--- config.mk ---
export PLATFORM = sky130hd
export DESIGN_NAME = i2s_ser
export DESIGN_NICKNAME = d
export VERILOG_FILES = /design/src/rtl/i2s_ser_pkg.sv /design/src/rtl/i2s_clkgen.sv /design/src/rtl/i2s_ser.sv
export SDC_FILE = /design/constraint.sdc
export NUM_CORES = 1
export LEC_CHECK = 0
export CAP_MARGIN = 20
export CORE_MARGIN = 8
export CORE_UTILIZATION = 40
export DETAILED_ROUTE_END_ITERATION = 7
export HOLD_SLACK_MARGIN = 0.08
export SETUP_SLACK_MARGIN = 0.15
export SLEW_MARGIN = 20
export SYNTH_ARGS = -nofsm -noshare
export SYNTH_HDL_FRONTEND = slang
export SYNTH_HIERARCHICAL = 1
export SYNTH_SLANG_ARGS = --single-unit
--- constraint.sdc ---
create_clock -name clk -period 2.3 [get_ports clk]
set_clock_uncertainty 0.15 [all_clocks]
set_input_delay 0.23 -clock clk [delete_from_list [all_inputs] [get_ports clk]]
set_output_delay 0.23 -clock clk [all_outputs]
set_load 0.01 [all_outputs]
--- src/rtl/i2s_ser_pkg.sv ---
// Shared constants, word-width enum and masking helper for the I2S serializer.
package i2s_ser_pkg;

   localparam int FRAME_BITS = 64;
   localparam int SLOT_BITS  = 32;

   typedef enum logic [1:0] {
      B16 = 2'd0,
      B24 = 2'd1,
      B32 = 2'd2
   } bitnum_e;

   // Clears the bits below the selected word width in both channels.
   function automatic logic [FRAME_BITS-1:0] mask_frame(input logic [FRAME_BITS-1:0] f,
                                                        input bitnum_e bn);
      logic [SLOT_BITS-1:0] m;
      case (bn)
         B16:     m = 32'hFFFF_0000;
         B24:     m = 32'hFFFF_FF00;
         default: m = 32'hFFFF_FFFF;
      endcase
      return f & {m, m};
   endfunction

endpackage

--- src/rtl/i2s_clkgen.sv ---
// I2S timing grid: half-period counter, bck, 64-slot counter, lrck and
// the slot-boundary / frame-load strobes used by the datapath.
module i2s_clkgen #(
   parameter int BCK_HALF = 2
) (
   input  logic       clk,
   input  logic       reset,
   output logic       bck,
   output logic       lrck,
   output logic [5:0] slot,
   output logic       bnd,
   output logic       load,
   output logic       load_nxt
);

   localparam int HW = (BCK_HALF > 1) ? $clog2(BCK_HALF) : 1;
   localparam logic [HW-1:0] HMAX = HW'(BCK_HALF - 1);

   logic [HW-1:0] hcnt_q, hcnt_d;
   logic          bck_q, bck_d;
   logic          lrck_q, lrck_d;
   logic [5:0]    slot_q, slot_d;
   logic          wrap;

   always_comb begin
      wrap     = (hcnt_q == HMAX);
      hcnt_d   = wrap ? '0 : hcnt_q + 1'b1;
      bck_d    = wrap ? ~bck_q : bck_q;
      bnd      = wrap && bck_q;
      slot_d   = bnd ? slot_q + 6'd1 : slot_q;
      lrck_d   = slot_d[5];
      load     = bnd && (slot_q == 6'd0);
      // Predicts next clk's load so ready/underrun can be registered.
      load_nxt = (slot_d == 6'd0) && bck_d && (hcnt_d == HMAX);
      if (reset) begin
         hcnt_d   = '0;
         bck_d    = 1'b0;
         slot_d   = 6'd0;
         lrck_d   = 1'b0;
         load_nxt = 1'b0;
      end
   end

   always_ff @(posedge clk) begin
      hcnt_q <= hcnt_d;
      bck_q  <= bck_d;
      slot_q <= slot_d;
      lrck_q <= lrck_d;
   end

   assign bck  = bck_q;
   assign lrck = lrck_q;
   assign slot = slot_q;

endmodule

--- src/rtl/i2s_ser.sv ---
// Parallel-to-I2S serializer: one-deep holding buffer, frame shifter with
// the I2S one-bck delay, and a registered underrun pulse on empty loads.
module i2s_ser
   import i2s_ser_pkg::*;
#(
   parameter int BCK_HALF = 2
) (
   input  logic                  clk,
   input  logic                  reset,
   input  logic [FRAME_BITS-1:0] data,
   input  logic                  valid,
   output logic                  ready,
   input  bitnum_e               bitnum,
   output logic                  bck,
   output logic                  lrck,
   output logic                  sdata,
   output logic                  underrun
);

   logic [5:0] slot;
   logic       bnd, load, load_nxt;

   i2s_clkgen #(.BCK_HALF(BCK_HALF)) u_clkgen (
      .clk      (clk),
      .reset    (reset),
      .bck      (bck),
      .lrck     (lrck),
      .slot     (slot),
      .bnd      (bnd),
      .load     (load),
      .load_nxt (load_nxt)
   );

   logic                  full_q, full_d;
   logic [FRAME_BITS-1:0] buf_q, buf_d;
   logic [FRAME_BITS-1:0] sh_q, sh_d;
   logic                  lsb_q, lsb_d;
   logic                  sdata_q, sdata_d;
   logic                  ready_q, ready_d;
   logic                  underrun_q, underrun_d;
   logic                  wr;
   logic [FRAME_BITS-1:0] ld_word;

   always_comb begin
      wr         = valid && ready_q;
      ld_word    = full_q ? mask_frame(buf_q, bitnum) : '0;
      full_d     = full_q;
      buf_d      = buf_q;
      sh_d       = sh_q;
      lsb_d      = lsb_q;
      sdata_d    = sdata_q;
      if (load) begin
         // Load coincides with the boundary into slot 1 (left MSB).
         full_d  = wr;
         sh_d    = ld_word;
         lsb_d   = ld_word[0];
         sdata_d = ld_word[FRAME_BITS-1];
      end else begin
         if (wr) full_d = 1'b1;
         if (bnd) begin
            if (slot == 6'd63) begin
               sdata_d = lsb_q;
            end else begin
               sh_d    = {sh_q[FRAME_BITS-2:0], sh_q[FRAME_BITS-1]};
               sdata_d = sh_q[FRAME_BITS-2];
            end
         end
      end
      if (wr) buf_d = data;
      ready_d    = !full_d || load_nxt;
      underrun_d = load_nxt && !full_d;
      if (reset) begin
         full_d     = 1'b0;
         buf_d      = '0;
         sh_d       = '0;
         lsb_d      = 1'b0;
         sdata_d    = 1'b0;
         ready_d    = 1'b1;
         underrun_d = 1'b0;
      end
   end

   always_ff @(posedge clk) begin
      full_q     <= full_d;
      buf_q      <= buf_d;
      sh_q       <= sh_d;
      lsb_q      <= lsb_d;
      sdata_q    <= sdata_d;
      ready_q    <= ready_d;
      underrun_q <= underrun_d;
   end

   assign sdata    = sdata_q;
   assign ready    = ready_q;
   assign underrun = underrun_q;

endmodule

After elaboration in Yosys (flattened, before gate mapping)
Cells that the tools add are included.
W data, S select, Z words.
{"block": "word_totals", "regBits": 142, "input_bits": 69, "out_inout_bits": 5, "elab_cells": 45}
{"block": "op_classes", "addsub": 2, "eq_ne": 3, "mux": 14, "bitwise_logic": 2, "n_reduce_logical": 13}
{"op": "$mux W64", "n": 4}
{"op": "$and A64 B64 Y64", "n": 1}
{"op": "$pmux W16 S2", "n": 1}
{"op": "$logic_not A6 Y1", "n": 2}
{"op": "$mux W1", "n": 8}
{"op": "$add A6 B1 Y6 const B", "n": 1}
{"op": "$eq A6 B6 Y1 const B", "n": 1}
{"op": "$logic_and A1 B1 Y1", "n": 6}
{"op": "$mux W6", "n": 1}
{"op": "$eq A2 B1 Y1 const B", "n": 1}
{"op": "$logic_not A2 Y1", "n": 1}
{"op": "$ne A2 B2 Y1 const B", "n": 1}
{"op": "$reduce_and A2 Y1", "n": 1}
{"op": "$reduce_bool A2 Y1", "n": 1}
{"op": "$add A1 B1 Y1 const B", "n": 1}
{"op": "$logic_not A1 Y1", "n": 1}
{"op": "$logic_or A1 B1 Y1", "n": 1}
{"op": "$not A1 Y1", "n": 1}

Logic depth before layout (Yosys ltp)
Gate-level depths: netlist (run 1).
{"block": "logic_depth", "ltp_word": 7, "ltp_mapped": 10}

Hierarchy
Netlist (run 1), hierarchy kept.
{"module": "i2s_ser", "n_inst": 1, "cells_per_inst": 672, "area_each_um2": 5905.7, "seq_area_each_um2": 2662.6}
{"module": "i2s_clkgen", "n_inst": 1, "cells_per_inst": 49, "area_each_um2": 439.2, "seq_area_each_um2": 160.2}

Worst setup path after synthesis (run 1)
OpenSTA, ideal clock, no wires.
{"block": "synth_timing", "path_kind": "reg2reg", "start": "reg u_clkgen.bck_q, in the netlist u_clkgen/bck", "end": "reg sh_q[10]", "setup_ns": 0.087, "t_arrival_ns": 1.985, "t_required_ns": 2.063, "path_slack_ns": 0.078, "path_stages_with_launch": 10, "path_buffers": 4, "period_less_slack_ns": 2.222, "cell_sequence": "dfxtp_1 -> ha_1 -> buf_6 -> nand2_1 -> nor4b_1 -> buf_2 -> buf_2 -> clkbuf_1 -> nor2_1 -> a221oi_2"}
{"block": "synth_via", "elab_chain_len": 4, "elab_cells_between_ends": 6, "classes_between": "1 x eq/ne; 1 x mux; 4 x reduce/logical"}
{"item": "start, declared", "line": "i2s_clkgen.sv:20", "rtl": "logic bck_q, bck_d;"}
{"item": "start signal, assigned", "line": "i2s_clkgen.sv:46", "rtl": "bck_q <= bck_d;"}
{"item": "$logic_and A1 B1 Y1 *", "line": "i2s_clkgen.sv:29", "rtl": "bnd = wrap && bck_q;"}
{"item": "net bnd", "line": "i2s_ser.sv:21", "rtl": "logic bnd, load, load_nxt;"}
{"item": "$logic_and A1 B1 Y1 *", "line": "i2s_clkgen.sv:32", "rtl": "load = bnd && (slot_q == 6'd0);"}
{"item": "net load", "line": "i2s_ser.sv:21"}
{"item": "$ne A2 B2 Y1 (no source line) / $reduce_bool A2 Y1 (equally long branches)"}
{"item": "$reduce_and A2 Y1 (no source line)"}
{"item": "end signal, assigned", "line": "i2s_ser.sv:86", "rtl": "sh_q <= sh_d;"}
{"item": "end, declared", "line": "i2s_ser.sv:36", "rtl": "logic [FRAME_BITS-1:0] sh_q, sh_d;"}
The timed path passes the listed nets; every way through them passes the cells marked *.
A chain may end at the register's enable or synchronous reset.

Worst setup path after layout (run 1)
{"block": "layout_timing", "start": "reg u_clkgen.slot_q[1], in the netlist u_clkgen/slot[1]", "end": "reg sh_q[29]"}
{"block": "layout_via", "elab_chain_len": 4, "elab_cells_between_ends": 7, "classes_between": "2 x eq/ne; 1 x mux; 4 x reduce/logical"}
{"item": "start, declared", "line": "i2s_clkgen.sv:22", "rtl": "logic [5:0] slot_q, slot_d;"}
{"item": "start signal, assigned", "line": "i2s_clkgen.sv:47", "rtl": "slot_q <= slot_d;"}
{"item": "$logic_not A6 Y1 *", "line": "i2s_clkgen.sv:32"}
{"item": "$logic_and A1 B1 Y1 *", "line": "i2s_clkgen.sv:32"}
{"item": "net load", "line": "i2s_ser.sv:21"}
{"item": "$ne A2 B2 Y1 (no source line) / $reduce_bool A2 Y1 (equally long branches)"}
{"item": "$reduce_and A2 Y1 (no source line)"}
Marked as above.

==> results of run 1 <==
## stage by stage
stage	total power [W]	cell area (µm²)
2_1_floorplan	0.003490	6357
3_3_place_gp	0.003761	7295
3_5_place_dp	0.003798	7295
4_1_cts	0.006643	7928
5_1_grt	0.006887	8019
6_report	0.006583	8019
## cells by family (layout without fill, tap and decap cells)
family,after synthesis,after routing
simple gates,293,293
compound gates,204,204
flops,141,141
buf+inv,72,135
xor+xnor,5,5
fa+ha+maj,3,3
mux,3,3
## Yosys cell counts (3+ instances only)
cell type    n
nor2_1      71
xnor2_1      3
dfxtp_1    141
buf_2       14
buf_1        5
a221oi_1     3
a21o_1      44
clkbuf_1    34
nand3_1     16
a21oi_1     69
buf_6        8
ha_1         3
nand2_1    166
a221oi_2    60
nor2b_1     20
buf_4        8
mux2i_1      3
a31oi_1     19
inv_1        3
## routing by layer
| layer | global-route usage, % | vias to the layer above | wire length [µm] |
|---|---|---|---|
| li1 | - | 2637 | - |
| met1 | 17.51 | 2427 | 6834 |
| met2 | 26.86 | 72 | 7320 |
| met3 | 3.757 | 13 | 515 |
| met4 | 4.862 | 0 | 155 |
| met5 | 0 | - | 0 |
## state kept, by name (all words and copies together), names as in the netlist
register / flops
u_clkgen/lrck: 1
underrun: 1
u_clkgen/hcnt_q: 1
u_clkgen/slot: 5
sh_q: 64
u_clkgen/bck: 1
full_q: 1
buf_q: 64
sdata: 1
ready: 1
lsb_q: 1
## power groups by stage
stage               clock [W]  combinational, W  sequential [W]
floorplan                   0          0.000743         0.00275
global placement            0          0.000990         0.00277
detailed placement          0           0.00102         0.00278
CTS                   0.00289           0.00103         0.00272
global route          0.00300           0.00115         0.00274
finish                0.00282           0.00104         0.00272
## placed cells by master (no fill, tap or decap), types with 2 or more instances in the layout
master | synthesis | final
ha_1 | 3 | 2
mux2i_1 | 3 | 3
clkinvlp_4 | 0 | 2
buf_12 | 0 | 12
a31oi_1 | 19 | 19
xor2_1 | 2 | 2
nor2_1 | 71 | 71
a221oi_2 | 60 | 61
nand4_1 | 2 | 2
clkbuf_16 | 0 | 18
dfxtp_1 | 141 | 138
nand2_1 | 166 | 165
nor2b_1 | 20 | 20
clkdlybuf4s50_1 | 0 | 72
o21bai_1 | 2 | 2
a21o_1 | 44 | 44
nand2b_1 | 2 | 2
buf_4 | 8 | 11
a21oi_1 | 69 | 69
or3_1 | 2 | 2
nand3_1 | 16 | 16
xnor2_1 | 3 | 3
inv_1 | 3 | 3
inv_6 | 0 | 3
a221oi_1 | 3 | 2
buf_6 | 8 | 3
bufinv_16 | 0 | 3
dfxtp_2 | 0 | 3
clkinv_4 | 0 | 6
## how the worst max path moves through the flow
stage,from,endpoint,slack [ns],depth (start not counted)
floorplan,u_clkgen/bck$_SDFF_PP0_,sh_q[38]$_SDFFE_PP0P_,0.15,10
global placement,u_clkgen/slot[1]$_SDFF_PP0_,sh_q[0]$_SDFFE_PP0P_,0.22,8
detailed placement,u_clkgen/slot[1]$_SDFF_PP0_,sh_q[58]$_SDFFE_PP0P_,0.14,9
CTS,u_clkgen/slot[1]$_SDFF_PP0_,sh_q[29]$_SDFFE_PP0P_,0.16,9
global route,u_clkgen/slot[1]$_SDFF_PP0_,sh_q[58]$_SDFFE_PP0P_,0.13,9
finish,u_clkgen/slot[1]$_SDFF_PP0_,sh_q[29]$_SDFFE_PP0P_,0.22,8
## what timing repair did
item / in CTS / in global routing
buffers inserted: 1 / 4
hold endpoints to repair: 22 / 0
gates cloned: 0 / 1
hold buffers: 1 / 0
resized for setup: 1 / 5
setup endpoints to repair: 14 / 65
pin swaps: 0 / 1
## layout make-up
cell class | instances | area, µm² | share of cell area, %
clock buffers | 17 | 425.4 | 5.305
clock inverters | 15 | 188.9 | 2.356
multi-input cells | 508 | 3184 | 39.71
flip-flops and latches | 141 | 2826 | 35.25
repair buffers | 100 | 1112 | 13.87
well taps | 216 | 270.3 | 3.370
inverters | 3 | 11.26 | 0.1404
## worst min-delay path: cells and delay by family
kind,cells,cell delay (ns)
AND/OR/NAND/NOR,1,0.06
AO/OA/AOI/OAI,1,0.05
buffers and inverters,1,0.40
==> results.json, run 1 <==
{
  "synth_compound_area_share_pct": 28.18,
  "dr.first_iter.drc_count": 210,
  "synth-adder-area-share_pct": 0.5916,
  "numClockSinks": 141,
  "root_buffer": "clkbuf_16",
  "portBuffers": 73,
  "synth.area.mux_share_pct": 0.4733,
  "path_cells": "inv_1, ha_1, nand2_1, nor4b_4, buf_6, o31a_2, buf_12, a221oi_2",
  "initial_core_util_pct": 40.38,
  "grt-ovfl-total": 0,
  "tns_ns": 0,
  "synth.avg_cell_area_um2": 8.800,
  "hold_path_depth": 3,
  "worst-path-buf-inv": 3,
  "ys_warn_count": 6,
  "fmax_mhz": 481.1,
  "worst_ep_required_time_ns": 2.47,
  "syn-num-nets": 793,
  "clk_latency_ns": 0.43,
  "grt_start_max_net_pins": 69,
  "synthDistinctLibCells": 44,
  "worstHoldStart": "data[39]",
  "die_x_um": 141.9,
  "nets": 843,
  "hpwlAfterDp_um": 9501,
  "fin_crit_ns": 2.079,
  "ys.flop_type": "dfxtp_1",
  "synth_top_area_share_pct": 44.49,
  "crit_slowest_cell": "o31a_2",
  "worstRegToRegCells": 8,
  "cts_max_level": 4,
  "fp-row-count": 46,
  "fin_ws_ns": 0.2214,
  "gp_congestion": 0.7463,
  "grt_pass1_vias": 5272,
  "synthCells": 721,
  "die_height_um": 141.9,
  "internal_power_w": 0.004844,
  "report.final.slew_viol_count": 0,
  "cp-start-kind": "flip-flop",
  "pwr-share-clk_pct": 42.9,
  "switching_share_pct": 26.42,
  "ys_ff_latch": 141,
  "min_to": "buf_q[39]$_SDFFE_PP0P_",
  "cts_made_buffers": 17,
  "antenna_found_initial": 0,
  "synth-simple-area-share_pct": 19.62,
  "p_comb_share_pct": 15.7,
  "synth_xor_area_share_pct": 0.6902,
  "hold_slack_ns": 0.2029,
  "synth_edf_count": 0,
  "outcome": "completed",
  "finalHoldViolations": 0,
  "area_growth_pct": 26.39,
  "crit_family": "compound AO/OA/AOI/OAI gates",
  "core_area_um2": 15710,
  "pre_cts_slack_ns": 0.1415,
  "cts_tree": "built",
  "crit_fanout": 34,
  "arrival_ns": 2.25,
  "p_sw_w": 0.001739,
  "tightest_slew_ns": 0.4803,
  "wl_um": 14830,
  "setup_violations": 0,
  "drc": 0,
  "pwr-share-seq_pct": 41.4,
  "dpl.cell_count": 961,
  "r2r_slack_ns": 0.22,
  "die-area_um2": 20150,
  "stdcell_count": 1000,
  "cp_slowest_stage_delay_ns": 0.39,
  "vias": 5149,
  "power_density_nw_per_um2": 821.0,
  "avgViaCountPerCell": 5.149,
  "rsz0062_at_grt": "yes",
  "synthTopCellsByArea": "dfxtp_1, a221oi_2, nand2_1, a21oi_1, a21o_1",
  "relSlewSlack_pct": 67.71,
  "pin_count": 74,
  "post_drt_wl_per_cell_um": 14.83,
  "critical_path_class": "flip-flop to flip-flop",
  "nFillCells": 1460,
  "drive_gt1_share_pct": 16.84,
  "yosysTopAreaCell": "dfxtp_1",
  "seq_area_frac_synth_pct": 44.49,
  "antenna_left": 0,
  "cts_buffer_depth": 2,
  "max-cap-violations": 0,
  "reg2reg_from": "u_clkgen/slot[1]$_SDFF_PP0_",
  "dr.pass1.iters": 6,
  "p_leak_nw": 2.830,
  "synthArstFlopShare_pct": 0,
  "synth_area_um2": 6345,
  "end_kind": "flip-flop",
  "num_antenna_cells": 0,
  "hp-class": "primary input to flip-flop",
  "max-vdd-ir-drop_v": 0.0005839,
  "gr-usage-all-layers_pct": 15.15,
  "fin_util_pct": 51.04,
  "reg2reg_to": "sh_q[29]$_SDFFE_PP0P_",
  "period_share_pct": 90.38,
  "grt_first_pass_wirelength_um": 24980,
  "path_clk_slew_ns": 0.07,
  "synth_top_family_by_area": "compound AO/OA/AOI/OAI gates"
}
No activity file was read; power rests on OpenSTA's default activity.
==> run 2: changes to the inputs <==
--- a/config.mk
+++ b/config.mk
@@ -6,7 +6,6 @@
 export NUM_CORES = 1
 export LEC_CHECK = 0
 export CAP_MARGIN = 20
-export CORE_MARGIN = 8
 export CORE_UTILIZATION = 40
 export DETAILED_ROUTE_END_ITERATION = 7
 export HOLD_SLACK_MARGIN = 0.08
==> run 2 against run 1 <==
Net effect: global-route usage grew 3.3 points; critical path depth grew 1; die area shrank 19%; non-clock buffer count grew 7; clock power shrank 7.4%; count of clock-buffer cells in the layout grew 8; sequential cell count is the same; sequential share of layout area is essentially flat; register-to-register slack gained 0.02 ns; total power shrank 2.9%; via count grew 2.6%.
==> results.json, run 2 (synthesis results as in run 1) <==
{
  "core_area_um2": 15310,
  "pin_count": 74,
  "area_growth_pct": 26.54,
  "arrival_ns": 2.18,
  "dr.pass1.iters": 4,
  "clk_latency_ns": 0.42,
  "cp-start-kind": "flip-flop",
  "fmax_mhz": 485.3,
  "crit_fanout": 13,
  "fin_util_pct": 52.43,
  "post_drt_wl_per_cell_um": 14.80,
  "pwr-share-seq_pct": 42.5,
  "tightest_slew_ns": 0.4933,
  "die_height_um": 127.9,
  "drc": 0,
  "period_share_pct": 89.59,
  "register_area_um2": 2829,
  "antenna_found_initial": 0,
  "p_comb_share_pct": 16.6,
  "end_kind": "flip-flop",
  "cts_buffer_depth": 2,
  "cts_tree": "built",
  "rsz0062_at_grt": "yes",
  "avgViaCountPerCell": 5.271,
  "pwr-share-clk_pct": 40.9,
  "nets": 850,
  "gr-usage-all-layers_pct": 18.42,
  "tns_ns": 0,
  "p_sw_w": 0.001640,
  "vias": 5282,
  "cts_made_buffers": 17,
  "multi_input_area_um2": 3208,
  "die_x_um": 127.9,
  "layout_common_cells": "nand2_1, dfxtp_1, clkdlybuf4s50_1",
  "internal_power_w": 0.004752,
  "antenna_left": 0,
  "wl_um": 14830,
  "finalHoldViolations": 0,
  "root_buffer": "clkbuf_16",
  "max-cap-violations": 0,
  "relSlewSlack_pct": 67.11,
  "hp-class": "primary input to flip-flop",
  "grt-ovfl-total": 0,
  "fin_ws_ns": 0.2395,
  "path_clk_slew_ns": 0.06,
  "path_cells": "inv_1, ha_1, nand2_1, nor4b_2, buf_4, or2_4, o31a_4, buf_6, a221oi_2",
  "drive_gt1_share_pct": 17.57,
  "gp_congestion": 0.7642,
  "initial_core_util_pct": 41.43,
  "worst_ep_required_time_ns": 2.42,
  "cp_slowest_stage_delay_ns": 0.36,
  "critical_path_class": "flip-flop to flip-flop",
  "numClockSinks": 141,
  "p_leak_nw": 2.863,
  "die-area_um2": 16370,
  "pre_cts_slack_ns": 0.08424,
  "fin_area_um2": 8029,
  "grt_start_max_net_pins": 74,
  "outcome": "completed",
  "portBuffers": 73,
  "power_density_nw_per_um2": 796.2,
  "hold_slack_ns": 0.2069,
  "fp-row-count": 45,
  "grt_pass1_vias": 4994,
  "report.final.slew_viol_count": 0,
  "placed_cell_area_um2": 7236,
  "num_antenna_cells": 0,
  "fin_crit_ns": 2.060,
  "cts_max_level": 4,
  "switching_share_pct": 25.66,
  "dr.first_iter.drc_count": 329,
  "grt_first_pass_wirelength_um": 23960,
  "hpwlAfterDp_um": 8740,
  "setup_violations": 0,
  "mostFrequentLayoutCell": "nand2_1",
  "nFillCells": 1420,
  "crit_slowest_cell": "dfxtp_4",
  "max-vdd-ir-drop_v": 0.0005695
}
-- run 2: cell count changes in the layout (fill, tap and decap cells not counted), moves of 2 or more --
| cell | before | now |
|---|---|---|
| inv_6 | 3 | 0 |
| clkbuf_8 | 0 | 5 |
| clkinv_4 | 6 | 0 |
| clkbuf_1 | 0 | 3 |
| clkinvlp_4 | 2 | 0 |
| buf_16 | 0 | 2 |
| clkinv_2 | 1 | 6 |
| buf_12 | 12 | 4 |
| bufinv_16 | 3 | 1 |
| buf_4 | 11 | 21 |
-- run 2: path summary, 6_finish.rpt --
path / start / slack [ns] / depth (start not counted) / endpoint
max: u_clkgen/slot[1]$_SDFF_PP0_ / 0.24 / 9 / sh_q[48]$_SDFFE_PP0P_
min: data[7] / 0.21 / 3 / buf_q[7]$_SDFFE_PP0P_
max reg2reg: u_clkgen/slot[1]$_SDFF_PP0_ / 0.24 / 9 / sh_q[48]$_SDFFE_PP0P_
min reg2reg: buf_q[61]$_SDFFE_PP0P_ / 0.31 / 2 / buf_q[61]$_SDFFE_PP0P_
-- run 2: layout make-up --
class / count / area share, %
Sequential cell: 141 / 35.23
Clock buffer: 25 / 6.296
Multi-Input combinational cell: 508 / 39.96
Clock inverter: 7 / 0.7480
Inverter: 3 / 0.1403
Timing Repair Buffer: 107 / 14.34
Tap cell: 211 / 3.288
-- run 2: what timing repair did --
item | in CTS | in global routing
hold endpoints to repair | 33 | 0
pin swaps | 0 | 2
gates cloned | 2 | 2
setup buffers | 0 | 6
endpoints found under the setup margin | 13 | 68
hold buffers | 1 | 0
gates resized for setup | 3 | 11
-- run 2: stage by stage --
| stage | cells | power (W) |
|---|---|---|
| after global placement | 959 | 0.003747 |
| after floorplan | 721 | 0.003490 |
| after CTS | 994 | 0.006425 |
| after global routing | 1002 | 0.006689 |
| after detailed placement | 959 | 0.003774 |
| final | 1002 | 0.006393 |
-- run 2: routing by layer --
| metal | GRT usage (%) | wire, µm | vias up |
|---|---|---|---|
| li1 | - | - | 2655 |
| met1 | 23.13 | 6830 | 2530 |
| met2 | 30.95 | 7261 | 82 |
| met3 | 3.965 | 518 | 15 |
| met4 | 6.851 | 218 | 0 |
| met5 | 0 | 0 | - |
-- run 2: power by group through the flow --
stage	Combinational, W	Clock, W	Sequential [W]
after floorplan	0.000743	0	0.00275
after global placement	0.000978	0	0.00277
after detailed placement	0.00100	0	0.00277
after CTS	0.00104	0.00267	0.00272
after global routing	0.00116	0.00279	0.00274
final	0.00106	0.00261	0.00272
-- run 2: worst max-delay path: cells and delay by family (launching register included) --
family | cells | cell delay (ns)
adder cells (fa/ha/maj) | 1 | 0.13
AND/OR/NAND/NOR | 3 | 0.46
AO/OA/AOI/OAI | 2 | 0.30
buffers and inverters | 3 | 0.52
flip-flops | 1 | 0.36
==> run 3: changes to the inputs <==
--- a/config.mk
+++ b/config.mk
@@ -9,7 +9,7 @@
 export CORE_UTILIZATION = 40
 export DETAILED_ROUTE_END_ITERATION = 7
 export HOLD_SLACK_MARGIN = 0.08
-export SETUP_SLACK_MARGIN = 0.15
+export RECOVER_POWER = 100
 export SLEW_MARGIN = 20
 export SYNTH_ARGS = -nofsm -noshare
 export SYNTH_HDL_FRONTEND = slang
==> run 3 against run 2 <==
Net effect: total power about the same; clock power increased by 2%; critical path depth stayed put; first-iteration DRC count is 1.5% higher; maximum frequency is 4.6% lower; sequential share of layout area rose by 0.63 points; largest power group unchanged.
==> results.json, run 3 (synthesis results as in run 1) <==
{
  "worst_ep_required_time_ns": 2.42,
  "arrival_ns": 2.28,
  "hpwlAfterDp_um": 8928,
  "nFillCells": 1443,
  "ctsHoldBuffers": 0,
  "tightest_slew_ns": 0.7863,
  "setup_violations": 0,
  "avgViaCountPerCell": 5.205,
  "fin_crit_ns": 2.160,
  "vias": 5163,
  "nets": 841,
  "fmax_mhz": 462.9,
  "path_clk_slew_ns": 0.06,
  "dr.pass1.iters": 6,
  "antenna_found_initial": 0,
  "fp-row-count": 45,
  "hp-class": "primary input to flip-flop",
  "dr.first_iter.drc_count": 334,
  "numClockSinks": 141,
  "antenna_left": 0,
  "report.final.slew_viol_count": 0,
  "max-cap-violations": 0,
  "r2r_slack_ns": 0.14,
  "max-vdd-ir-drop_v": 0.0005611,
  "drc": 0,
  "gr-usage-all-layers_pct": 18.79,
  "cts_max_level": 4,
  "drive_gt1_share_pct": 15.36,
  "mostFrequentLayoutCell": "nand2_1",
  "root_buffer": "clkbuf_16",
  "cp-start-kind": "flip-flop",
  "cts_made_buffers": 17,
  "pin_count": 74,
  "gp_congestion": 0.7990,
  "area_growth_pct": 24.12,
  "wl_um": 14550,
  "critical_path_class": "flip-flop to flip-flop",
  "grt-ovfl-total": 0,
  "initial_core_util_pct": 41.43,
  "cts_buffer_depth": 2,
  "reg2reg_to": "sh_q[18]$_SDFFE_PP0P_",
  "p_leak_nw": 2.788,
  "num_antenna_cells": 0,
  "crit_fanout": 23,
  "hold_slack_ns": 0.1013,
  "power_density_nw_per_um2": 812.2,
  "outcome": "completed",
  "total_power_w": 0.006396,
  "end_kind": "flip-flop",
  "die_x_um": 127.9,
  "layout_common_cells": "nand2_1, dfxtp_1, nor2_1",
  "relSlewSlack_pct": 47.58,
  "reg2reg_from": "u_clkgen/slot[0]$_SDFF_PP0_",
  "clk_latency_ns": 0.42,
  "grt_pass1_vias": 5156,
  "die_height_um": 127.9,
  "critical_path.endpoint": "sh_q[18]$_SDFFE_PP0P_",
  "period_share_pct": 93.93,
  "portBuffers": 73,
  "register_area_um2": 2824,
  "die-area_um2": 16370,
  "multi_input_area_um2": 3168,
  "post_drt_wl_per_cell_um": 14.67,
  "cts_tree": "built",
  "fin_util_pct": 51.42,
  "grt_start_max_net_pins": 103,
  "worstRegToRegCells": 9,
  "finalHoldViolations": 0,
  "grt_first_pass_wirelength_um": 24360,
  "core_area_um2": 15310,
  "crit_path_start": "u_clkgen/slot[0]$_SDFF_PP0_"
}
## run 3: cell types whose count changed in the layout (fill, tap and decap cells not counted), moves of 2 or more
cell | before | now
dfxtp_1 | 138 | 140
buf_12 | 4 | 7
clkbuf_1 | 3 | 5
clkinv_2 | 6 | 4
buf_6 | 4 | 1
dlygate4sd3_1 | 1 | 5
clkbuf_8 | 5 | 3
a221oi_1 | 1 | 3
buf_4 | 21 | 14
clkdlybuf4s50_1 | 72 | 67
## run 3: through the flow
step / TNS (ns) / setup slack, ns / instances / area (µm²)
6_report: 0 / 0.1397 / 992 / 7875
5_1_grt: -0.0005094 / -0.0005094 / 992 / 7875
4_1_cts: 0 / 0.04621 / 989 / 7858
3_5_place_dp: 0 / 0.06247 / 958 / 7288
3_3_place_gp: 0 / 0.1291 / 958 / 7288
2_1_floorplan: 0 / 0.07798 / 721 / 6345
## run 3: worst max-delay path, stage by stage (launching register included)
cell      delay (ns)
dfxtp_1         0.31
inv_1           0.05
ha_1            0.14
nand2_1         0.07
nor4b_2         0.31
buf_4           0.23
or2_1           0.18
o31a_4          0.25
buf_12          0.23
a221oi_2        0.08
## run 3: layout make-up
class	instances	area share, %
Clock buffer	24	6.117
Clock inverter	7	1.112
Timing Repair Buffer	98	13.19
Sequential cell	141	35.86
Inverter	3	0.1430
Multi-Input combinational cell	508	40.23
Tap cell	211	3.352
## run 3: worst min path at each step
stage | startpoint | endpoint | slack (ns) | depth (start not counted)
finish | reset | u_clkgen/bck$_SDFF_PP0_ | 0.10 | 2
global route | reset | u_clkgen/bck$_SDFF_PP0_ | 0.10 | 2
CTS | reset | u_clkgen/slot[2]$_SDFF_PP0_ | 0.09 | 2
detailed placement | u_clkgen/hcnt_q$_SDFF_PP0_ | u_clkgen/hcnt_q$_SDFF_PP0_ | 0.28 | 1
global placement | u_clkgen/hcnt_q$_SDFF_PP0_ | u_clkgen/hcnt_q$_SDFF_PP0_ | 0.28 | 1
floorplan | data[63] | buf_q[63]$_SDFFE_PP0P_ | 0.22 | 2
## run 3: what timing repair did
item,CTS,global route
gates resized for setup,0,2
setup buffers,0,2
endpoints found under the setup margin,0,60
## run 3: layer usage
| layer | vias up | GRT usage [%] | part of all wire, % |
|---|---|---|---|
| met3 | 12 | 5.509 | 3.4 |
| met4 | 0 | 5.813 | 1.0 |
| met2 | 78 | 32.93 | 50 |
| li1 | 2624 | - | - |
| met5 | - | 0 | 0 |
| met1 | 2449 | 22.04 | 45 |
## run 3: power breakdown
group	leakage [nW]	switching, W	internal, W	total [W]
combinational	1.35	0.000545	0.000471	0.00102
sequential	1.16	0.0000871	0.00264	0.00272
clock	0.280	0.000991	0.00167	0.00266
